`src/rtl/muladd_pkg.sv`:
```
// muladd_pkg: shared MULADD widths, scheduler state encoding and default latency
package muladd_pkg;
    localparam int MULADD_A_W = 8;
    localparam int MULADD_C_W = 20;
    localparam int MAC_LAT_DEF = 1;
    typedef logic [1:0] state_t;
    localparam state_t IDLE = 2'd0;
    localparam state_t ISSUE = 2'd1;
    localparam state_t WAIT = 2'd2;
    localparam state_t DONE = 2'd3;
endpackage

```
`src/rtl/muladd_lat_timer.sv`:
```
// muladd_lat_timer: 3-bit latency down-counter, expire flags the final cycle of a load
module muladd_lat_timer (
    input  logic       clk,
    input  logic       rst_n,
    input  logic       load,
    input  logic [2:0] load_val,
    input  logic       dec,
    output logic       expire
);
    logic [2:0] cnt;
    always_ff @(posedge clk)
        if (!rst_n) cnt <= '0;
        else if (load) cnt <= load_val;
        else if (dec && cnt != '0) cnt <= cnt - 3'd1;
    assign expire = cnt == 3'd1;
endmodule

```
`src/rtl/muladd_dot_seq.sv`:
```
// muladd_dot_seq: sequences one MULADD tile as a dot-product engine with C-path accumulator feedback
module muladd_dot_seq
    import muladd_pkg::*;
#(
    parameter int LEN_W = 4,
    parameter int MAC_LAT = MAC_LAT_DEF
) (
    input  logic                  CLK,
    input  logic                  rst_n,
    input  logic                  abort,
    input  logic                  job_valid,
    output logic                  job_ready,
    input  logic [LEN_W-1:0]      job_len,
    input  logic [MULADD_C_W-1:0] job_bias,
    input  logic                  op_valid,
    output logic                  op_ready,
    input  logic [MULADD_A_W-1:0] op_a,
    input  logic [MULADD_A_W-1:0] op_b,
    output logic                  res_valid,
    input  logic                  res_ready,
    output logic [MULADD_C_W-1:0] res_data,
    output logic [MULADD_A_W-1:0] mac_a,
    output logic [MULADD_A_W-1:0] mac_b,
    output logic [MULADD_C_W-1:0] mac_c,
    output logic                  mac_clr,
    input  logic [MULADD_C_W-1:0] mac_q,
    output logic                  busy
);
    state_t state, state_nxt;
    logic [MULADD_C_W-1:0] acc;
    logic [LEN_W-1:0] remaining;
    logic job_fire, op_fire, res_fire, lat_exp, mac_done;

    // readies are gated by reset too so nothing handshakes in a reset cycle
    assign job_ready = rst_n && !abort && state == IDLE;
    assign op_ready  = rst_n && !abort && state == ISSUE;
    assign job_fire  = job_valid && job_ready;
    assign op_fire   = op_valid && op_ready;
    assign res_valid = state == DONE;
    assign res_fire  = res_valid && res_ready;
    assign res_data  = acc;
    assign mac_done  = state == WAIT && lat_exp;
    assign mac_a     = op_fire ? op_a : '0;
    assign mac_b     = op_fire ? op_b : '0;
    assign mac_c     = op_fire ? acc : '0;
    assign mac_clr   = !rst_n || abort || job_fire;
    assign busy      = state != IDLE;

    muladd_lat_timer u_timer (
        .clk(CLK),
        .rst_n(rst_n),
        .load(op_fire),
        .load_val(3'(MAC_LAT)),
        .dec(state == WAIT),
        .expire(lat_exp)
    );

    always_comb
        state_nxt = abort ? IDLE :
                    job_fire ? (job_len == '0 ? DONE : ISSUE) :
                    op_fire ? WAIT :
                    mac_done ? (remaining == LEN_W'(1) ? DONE : ISSUE) :
                    res_fire ? IDLE : state;

    always_ff @(posedge CLK)
        if (!rst_n) begin
            state <= IDLE;
            acc <= '0;
            remaining <= '0;
        end else begin
            state <= state_nxt;
            if (!abort && job_fire) begin
                acc <= job_bias;
                remaining <= job_len;
            end else if (!abort && mac_done) begin
                acc <= mac_q;
                remaining <= remaining - 1'b1;
            end
        end
endmodule

```
`config.mk`:
```
export PLATFORM = sky130hd
export DESIGN_NAME = muladd_dot_seq
export DESIGN_NICKNAME = d
export VERILOG_FILES = /design/src/rtl/muladd_pkg.sv /design/src/rtl/muladd_lat_timer.sv /design/src/rtl/muladd_dot_seq.sv
export SDC_FILE = /design/constraint.sdc
export NUM_CORES = 1
export LEC_CHECK = 0
export ABC_AREA = 0
export BUFFER_PORTS_ARGS = -buffer_cell sky130_fd_sc_hd__buf_4
export CAP_MARGIN = 40
export CORE_ASPECT_RATIO = 1.2
export CORE_MARGIN = 2
export CORE_UTILIZATION = 37
export CTS_BUF_LIST = sky130_fd_sc_hd__clkbuf_8
export DETAILED_ROUTE_END_ITERATION = 16
export MAX_ROUTING_LAYER = met4
export PLACE_DENSITY_LB_ADDON = 0.08
export SYNTH_ARGS = -nofsm -noshare
export SYNTH_HDL_FRONTEND = slang
export SYNTH_SLANG_ARGS = --single-unit
```
`constraint.sdc`:
```
create_clock -name CLK -period 1.5 [get_ports CLK]
set_clock_uncertainty 0.2 [all_clocks]
set_input_delay 0.15 -clock CLK [delete_from_list [all_inputs] [get_ports CLK]]
set_output_delay 0.15 -clock CLK [all_outputs]
set_load 0.05 [all_outputs]
```
==> results of run 1 <==
cells in the mapped netlist (all sizes together):
master   instances  area (um^2)
nor3             3         15.0
buf             10         75.1
inv             29          109
o221a            2         22.5
a21o             1         8.76
nor2            26         97.6
nand3            1         5.00
nor4bb           1         10.0
nand4            1         6.26
o31ai            1         7.51
a32oi            1         8.76
nor3b            1         12.5
and3            16          100
xnor2            1         8.76
nor4b            2         32.5
o21ai            1         5.00
a211oi           4         30.0
nand2            7         33.8
a31oi            1         6.26
dfxtp           29          581
a21oi           25          125
nor4             1         6.26
clkbuf           3         11.3
o221ai          20          175
a22oi            1         12.5
and4bb           1         12.5
and2             3         21.3
nand4bb          1         11.3
ha               5         62.6
xor2             1         8.76
metrics by stage:
stage | area, um^2 | setup TNS [ns] | instances
floorplan | 1870 | -22.53 | 199
global placement | 3030 | -10.97 | 390
detailed placement | 3030 | -11.90 | 390
logic make-up after synthesis:
| kind of cell | Yosys count |
|---|---|
| and+or+nand+nor | 64 |
| adders and majority gates | 5 |
| buffers and inverters | 42 |
| xor gates and xnor gates | 2 |
| DFF | 29 |
| AOI/OAI and AO/OA | 57 |
==> impl_metrics.ini, run 1 <==
[synthesis]
synthAdderAreaFrac_pct = 3.86
synth-xor-area-share_pct = 1.08
synth_simple_gate_area_share_pct = 22.5
syn_avg_cell_area_um2 = 8.15
synth_compound_area_share_pct = 24.8
synth_area_um2 = 1620
synthMuxAreaShare_pct = 0
ys_warn_count = 0
syn-instance-count = 199
synth_nets = 270
synth_top_family_by_area = compound AO/OA/AOI/OAI gates
seq_area_frac_synth_pct = 35.8
synth.distinct_cells = 34
synth_seq_cells = 29

[floorplan]
start_util_pct = 38.3
ios = 127
fp.dieH_um = 76.5
rows = 26
dieWidth_um = 64.4

[clock_network]
ctsResizeCount = 127
cts_buffer_depth = 2
cts_setup_buffers = 15
htreeDepth = 2
cts_buffers = 5
clkSinkCount = 29
hold_buffers = 35
cts-root-buf = clkbuf_8

[outcome]
stop_stage = clock tree synthesis
status = stopped before the end
error = [ERROR DPL-0038] Utilization greater than 100%, impossible to legalize

[placed_design]
io_buffers = 126
gp_congestion = 0.825
pre_cts_slack_ns = -0.231
hpwl_um = 4280
==> run 2: changes to the inputs <==
CORE_ASPECT_RATIO = unset   (was 1.2)
CORE_UTILIZATION = 39   (was 37)
CTS_BUF_LIST = unset   (was sky130_fd_sc_hd__clkbuf_8)
MAX_ROUTING_LAYER = unset   (was met4)
PLACE_DENSITY_LB_ADDON = 0.15   (was 0.08)
clock period = 1.95 ns   (was 1.5 ns; I/O delays follow)
==> impl_metrics.ini, run 2 <==
[outcome]
status = finished, violations left
failed_checks = hold timing, setup timing

[critical_path]
cp_top_family = simple AND/OR/NAND/NOR gates
critPathSlowestCell = dfxtp_4
ff2ff_setup_slack_ns = 0.09
cp_cell_sequence = nor4bb_4 -> nand2_2 -> buf_12 -> nor2_2 -> buf_6
slowest_delay_ns = 0.37
critical_path_buf_inv_count = 2
cp.required_ns = 1.55
endpoint_kind = primary output
cp_data_arrival_time_ns = 1.58
worstPathMaxFanout = 17
startpoint_type = flop
crit_type = reg2out

[final_layout]
final_cell_mix = buf_4, buf_6, inv_1, dfxtp_1, a21oi_1
drive_gt1_share_pct = 61.9
nFillCells = 273
largest_reg_flops = 20
layout_commonest_cell = buf_4
num-nets-final = 410
n_antenna_cell = 0
fin_area_um2 = 3230
area_growth_pct = 99.1

[synthesis]
netlist_top_cells_area = dfxtp_1, o221ai_1, a21oi_1
syn-instance-count = 199
synth_top_area_share_pct = 35.8
synth.distinct_cells = 34
seq_area_frac_synth_pct = 35.8
async_flop_share_pct = 0
synth_area_um2 = 1620
synth_common_cells = dfxtp_1, inv_1, nor2_1, a21oi_1, o221ai_1
yosys.area.top_type = dfxtp_1
synth_nets = 270
ys.flop_type = dfxtp_1
synth_edf_count = 0
synth_seq_cells = 29
ys_warn_count = 0
syn_avg_cell_area_um2 = 8.15

[timing]
slew_headroom_pct = 77.2
setup_viol = 10
max_freq_ghz = 0.507
hold_viol = 1
period_share_pct = 101
rsz0062_at_grt = yes
worstMarginPinSlew_ns = 0.340
fin_crit_ns = 1.97
finalMaxSlewViolations = 0
setup_ws_ns = -0.0216
hold_ws_ns = -0.000320

[placed_design]
pre_cts_slack_ns = 0.143
gp_congestion = 0.834
place_area_um2 = 2790
hpwl_um = 4150
io_buffers = 126

[grt]
use_met1_pct = 26.4
grt_use_total_pct = 24.7
antenna_found_initial = 0
gr-total-overflow = 0
grt_pass1_vias = 1958
grt_max_degree = 23
grt_pass1_wl_um = 8540
grt_busiest_layer = met2
use_met2_pct = 44.4
grt_use_met3_pct = 7.89

[pwr]
p_int_mw = 1.08
power.leakage_nw = 1.42
switchingPower_uw = 477
p_seq_share_pct = 40.8
ir_drop_mv = 0.383
clockPowerShare_pct = 32.6
p_per_area_nw_per_um2 = 483
combinationalPowerShare_pct = 26.5
swShare_pct = 30.6

[detailed_routing]
vias = 2051
wirelength_um = 5980
postRouteAntennaNets = 0
first_iter_violations = 76
drcViolationCount = 0
via_per_inst = 5.27
wl_per_cell_um = 15.4
dr.pass1.iters = 4

[floorplan]
ios = 127
start_util_pct = 40.5
rows = 23
fp.dieH_um = 68.5
dieArea_um2 = 4690
coreArea_um2 = 4000
dieWidth_um = 68.5

[clock_network]
cts-root-buf = clkbuf_8
htreeDepth = 2
cts_buffers = 5
clkSinkCount = 29
clk_pin_slew_ns = 0.06
cts_tree = built
cts_buffer_depth = 2
clk_latency_ns = 0.29

[min_path]
hold_path.class = in2reg

[flow_run]
drv_cap = 0
-- run 2: cell type report --
type / count / area [um^2] / share of cell area [%]
clock buffer: 6 / 82.6 / 2.56
timing repair buffer: 146 / 1310 / 40.5
multi-input combinational: 128 / 1070 / 33.1
clock inverter: 1 / 7.51 / 0.233
sequential: 29 / 588 / 18.2
inverter: 29 / 109 / 3.37
tap: 50 / 62.6 / 1.94
-- run 2: power groups by stage --
stage          Combinational, mW  Clock (mW)  Sequential, mW
3_3_place_gp               0.381           0           0.650
3_5_place_dp               0.385           0           0.650
5_1_grt                    0.438       0.548           0.639
6_report                   0.414       0.509           0.637
2_1_floorplan              0.126           0           0.727
4_1_cts                    0.402       0.524           0.638
-- run 2: cells by family after synthesis --
family	Yosys count	synth area share (%)
AOI/OAI and AO/OA	57	24.8
xor gates and xnor gates	2	1.08
adders and majority gates	5	3.86
buffers and inverters	42	12.0
DFF	29	35.8
and+or+nand+nor	64	22.5
-- run 2: what timing repair did --
| item | 4_1_cts | 5_1_grt |
|---|---|---|
| pin swaps | 2 | 4 |
| hold buffers | 7 | 0 |
| hold endpoints to repair | 7 | 0 |
| setup buffers | 1 | 2 |
| endpoints found under the setup margin | 37 | 36 |
| resized for setup | 23 | 50 |
-- run 2: per-stage QoR --
step	std cells	power [mW]	hold slack, ns	setup TNS, ns	utilization [%]
after detailed placement	372	1.04	0.261	0	69.8
after global routing	389	1.63	0.0133	-2.44	80.7
after global placement	372	1.03	0.258	0	69.8
after CTS	387	1.56	0.000597	-0.375	76.0
after floorplan	199	0.853	0.0743	-6.05	-
final	389	1.56	-0.000320	-0.102	80.7
-- run 2: path summary, 6_finish.rpt --
| kind | startpoint | end | cells after the start |
|---|---|---|---|
| setup / recovery | state[1] | mac_c[10] | 5 |
| hold / removal | mac_q[1] | res_data[1] | 3 |
| setup reg to reg | state[1] | remaining[3] | 7 |
| hold reg to reg | res_data[5] | res_data[5] | 2 |
-- run 2: worst min-delay path: cells and delay by family --
| kind | cells | cell delay, ns |
|---|---|---|
| compound gates | 2 | 0.17 |
| buf+inv | 1 | 0.08 |
-- run 2: metal layers --
metal	vias to the layer above	wire, um
met1	965	2230
met3	5	515
met4	0	61
met5	-	0
li1	993	-
met2	88	3180
No activity file was read; power rests on OpenSTA's default activity.
==> run 3: changes to the inputs <==
MAX_ROUTING_LAYER = met4   (was unset)
PLACE_DENSITY = 0.79   (was unset)
PLACE_DENSITY_LB_ADDON = unset   (was 0.15)
==> impl_metrics.ini, run 3 (synthesis gave the netlist of run 2 again) <==
[final_layout]
drive_gt1_share_pct = 61.2
area_growth_pct = 109
nFillCells = 239
final_cells = 393
n_antenna_cell = 0
layout_commonest_cell = buf_4
num-nets-final = 413
final_cell_mix = buf_4, inv_1, dfxtp_1, buf_6, a21oi_1
largest_reg_flops = 20

[timing]
max_freq_ghz = 0.496
setup_ws_ns = -0.0676
fin_crit_ns = 2.02
fin_tns_setup_ns = -0.876
worstMarginPinSlew_ns = 0.342
hold_viol = 0
slew_headroom_pct = 77.1
rsz0062_at_grt = yes
finalMaxSlewViolations = 0
setup_viol = 30
period_share_pct = 103

[floorplan]
ios = 127
fp.dieH_um = 68.5
coreArea_um2 = 4000
start_util_pct = 40.5
dieArea_um2 = 4690
dieWidth_um = 68.5
rows = 23

[placed_design]
dp.cells = 370
io_buffers = 126
gp_congestion = 0.828
hpwl_um = 4220

[outcome]
status = finished, violations left
failed_checks = setup timing

[grt]
grt_max_degree = 21
grt_use_total_pct = 28.3
antenna_found_initial = 0
grt_pass1_vias = 1989
grt_pass1_wl_um = 9540
gr-total-overflow = 0

[critical_path]
ff2ff_setup_slack_ns = 0.16
cp_data_arrival_time_ns = 1.62
reg2regPathDepth = 7
cp.required_ns = 1.55
endpoint_kind = primary output
startpoint_type = flop
r2r-end = res_data[5]
worstPathMaxFanout = 12
crit_type = reg2out
r2r_start = u_timer.cnt[1]

[clock_network]
clk_latency_ns = 0.29
clk_pin_slew_ns = 0.07
htreeDepth = 2
clkSinkCount = 29
cts_buffers = 5
cts_buffer_depth = 2
cts_tree = built
cts-root-buf = clkbuf_8

[pwr]
p_per_area_nw_per_um2 = 477
ir_drop_mv = 0.301
power.leakage_nw = 1.45

[detailed_routing]
via_per_inst = 5.43
first_iter_violations = 111
drcViolationCount = 0
postRouteAntennaNets = 0
wirelength_um = 6880
dr.pass1.iters = 4
wl_per_cell_um = 17.5
vias = 2135

[flow_run]
drv_cap = 0

[min_path]
min_to = res_data[2]
min-delay-start = mac_q[2]
hold_path.class = in2reg
holdPathStages = 3
-- run 3: cell count changes in the layout (fill, tap and decap cells not counted), moves of 4 or more --
cell,previous run,this run
and3_1,7,3
nor2_2,16,4
nor2_1,5,13
nor2_4,5,9
buf_6,36,24
and3_2,9,0
buf_8,3,16
and3_4,0,13
-- run 3: critical path: stages, from the launching register on --
cell and delay [ns]:
dfxtp_4 0.36, nor4bb_4 0.29, nand2_2 0.17, buf_12 0.19
nor2_1 0.14, buf_6 0.18
-- run 3: metrics by stage --
stage	instance area [um^2]	total power [mW]	worst slack, ns	util, %	hold slack (ns)
finish	3390	1.62	-0.0676	84.7	0.0151
global route	3390	1.67	-0.111	84.7	0.0271
CTS	3290	1.62	-0.0460	82.2	-0.0500
detailed placement	2780	1.04	0.122	69.4	0.256
global placement	2780	1.03	0.175	69.4	0.253
floorplan	1770	0.853	-0.219	-	0.0743
-- run 3: layout make-up --
type                       count  area, um^2  area share, %
timing repair buffer         149        1400           41.4
multi-input combinational    128        1120           33.2
sequential                    29         588           17.4
inverter                      29         109           3.21
clock buffer                   7        96.3           2.84
tap                           50        62.6           1.85
clock inverter                 1        5.00          0.148
-- run 3: power breakdown --
part	internal, mW	switching (mW)
Clock	0.319	0.241
Combinational	0.187	0.234
Sequential	0.619	0.0189
Total	1.12	0.494
-- run 3: what timing repair did --
action	CTS	global route
setup endpoints to repair	37	38
pin swaps	10	5
cloned	3	1
hold buffers	6	1
buffers inserted	4	0
resized for setup	77	23
endpoints found under the hold margin	7	1
-- run 3: worst max path at each step --
stage / from / end / slack, ns / cells after the start
after global placement: state[0] / mac_c[17] / 0.17 / 5
after global routing: state[1] / mac_c[19] / -0.11 / 5
after CTS: state[1] / mac_c[6] / -0.05 / 5
after detailed placement: state[0] / mac_c[17] / 0.12 / 5
after floorplan: state[0] / mac_c[0] / -0.22 / 5
final: state[1] / mac_c[19] / -0.07 / 5
-- run 3: metal layers --
metal | GRT usage (%) | vias to the layer above | share of wire (%)
met2 | 49.0 | 117 | 53
met4 | 11.8 | 0 | 2.2
li1 | - | 999 | -
met5 | - | - | 0
met1 | 29.9 | 1007 | 36
met3 | 8.06 | 12 | 9.0
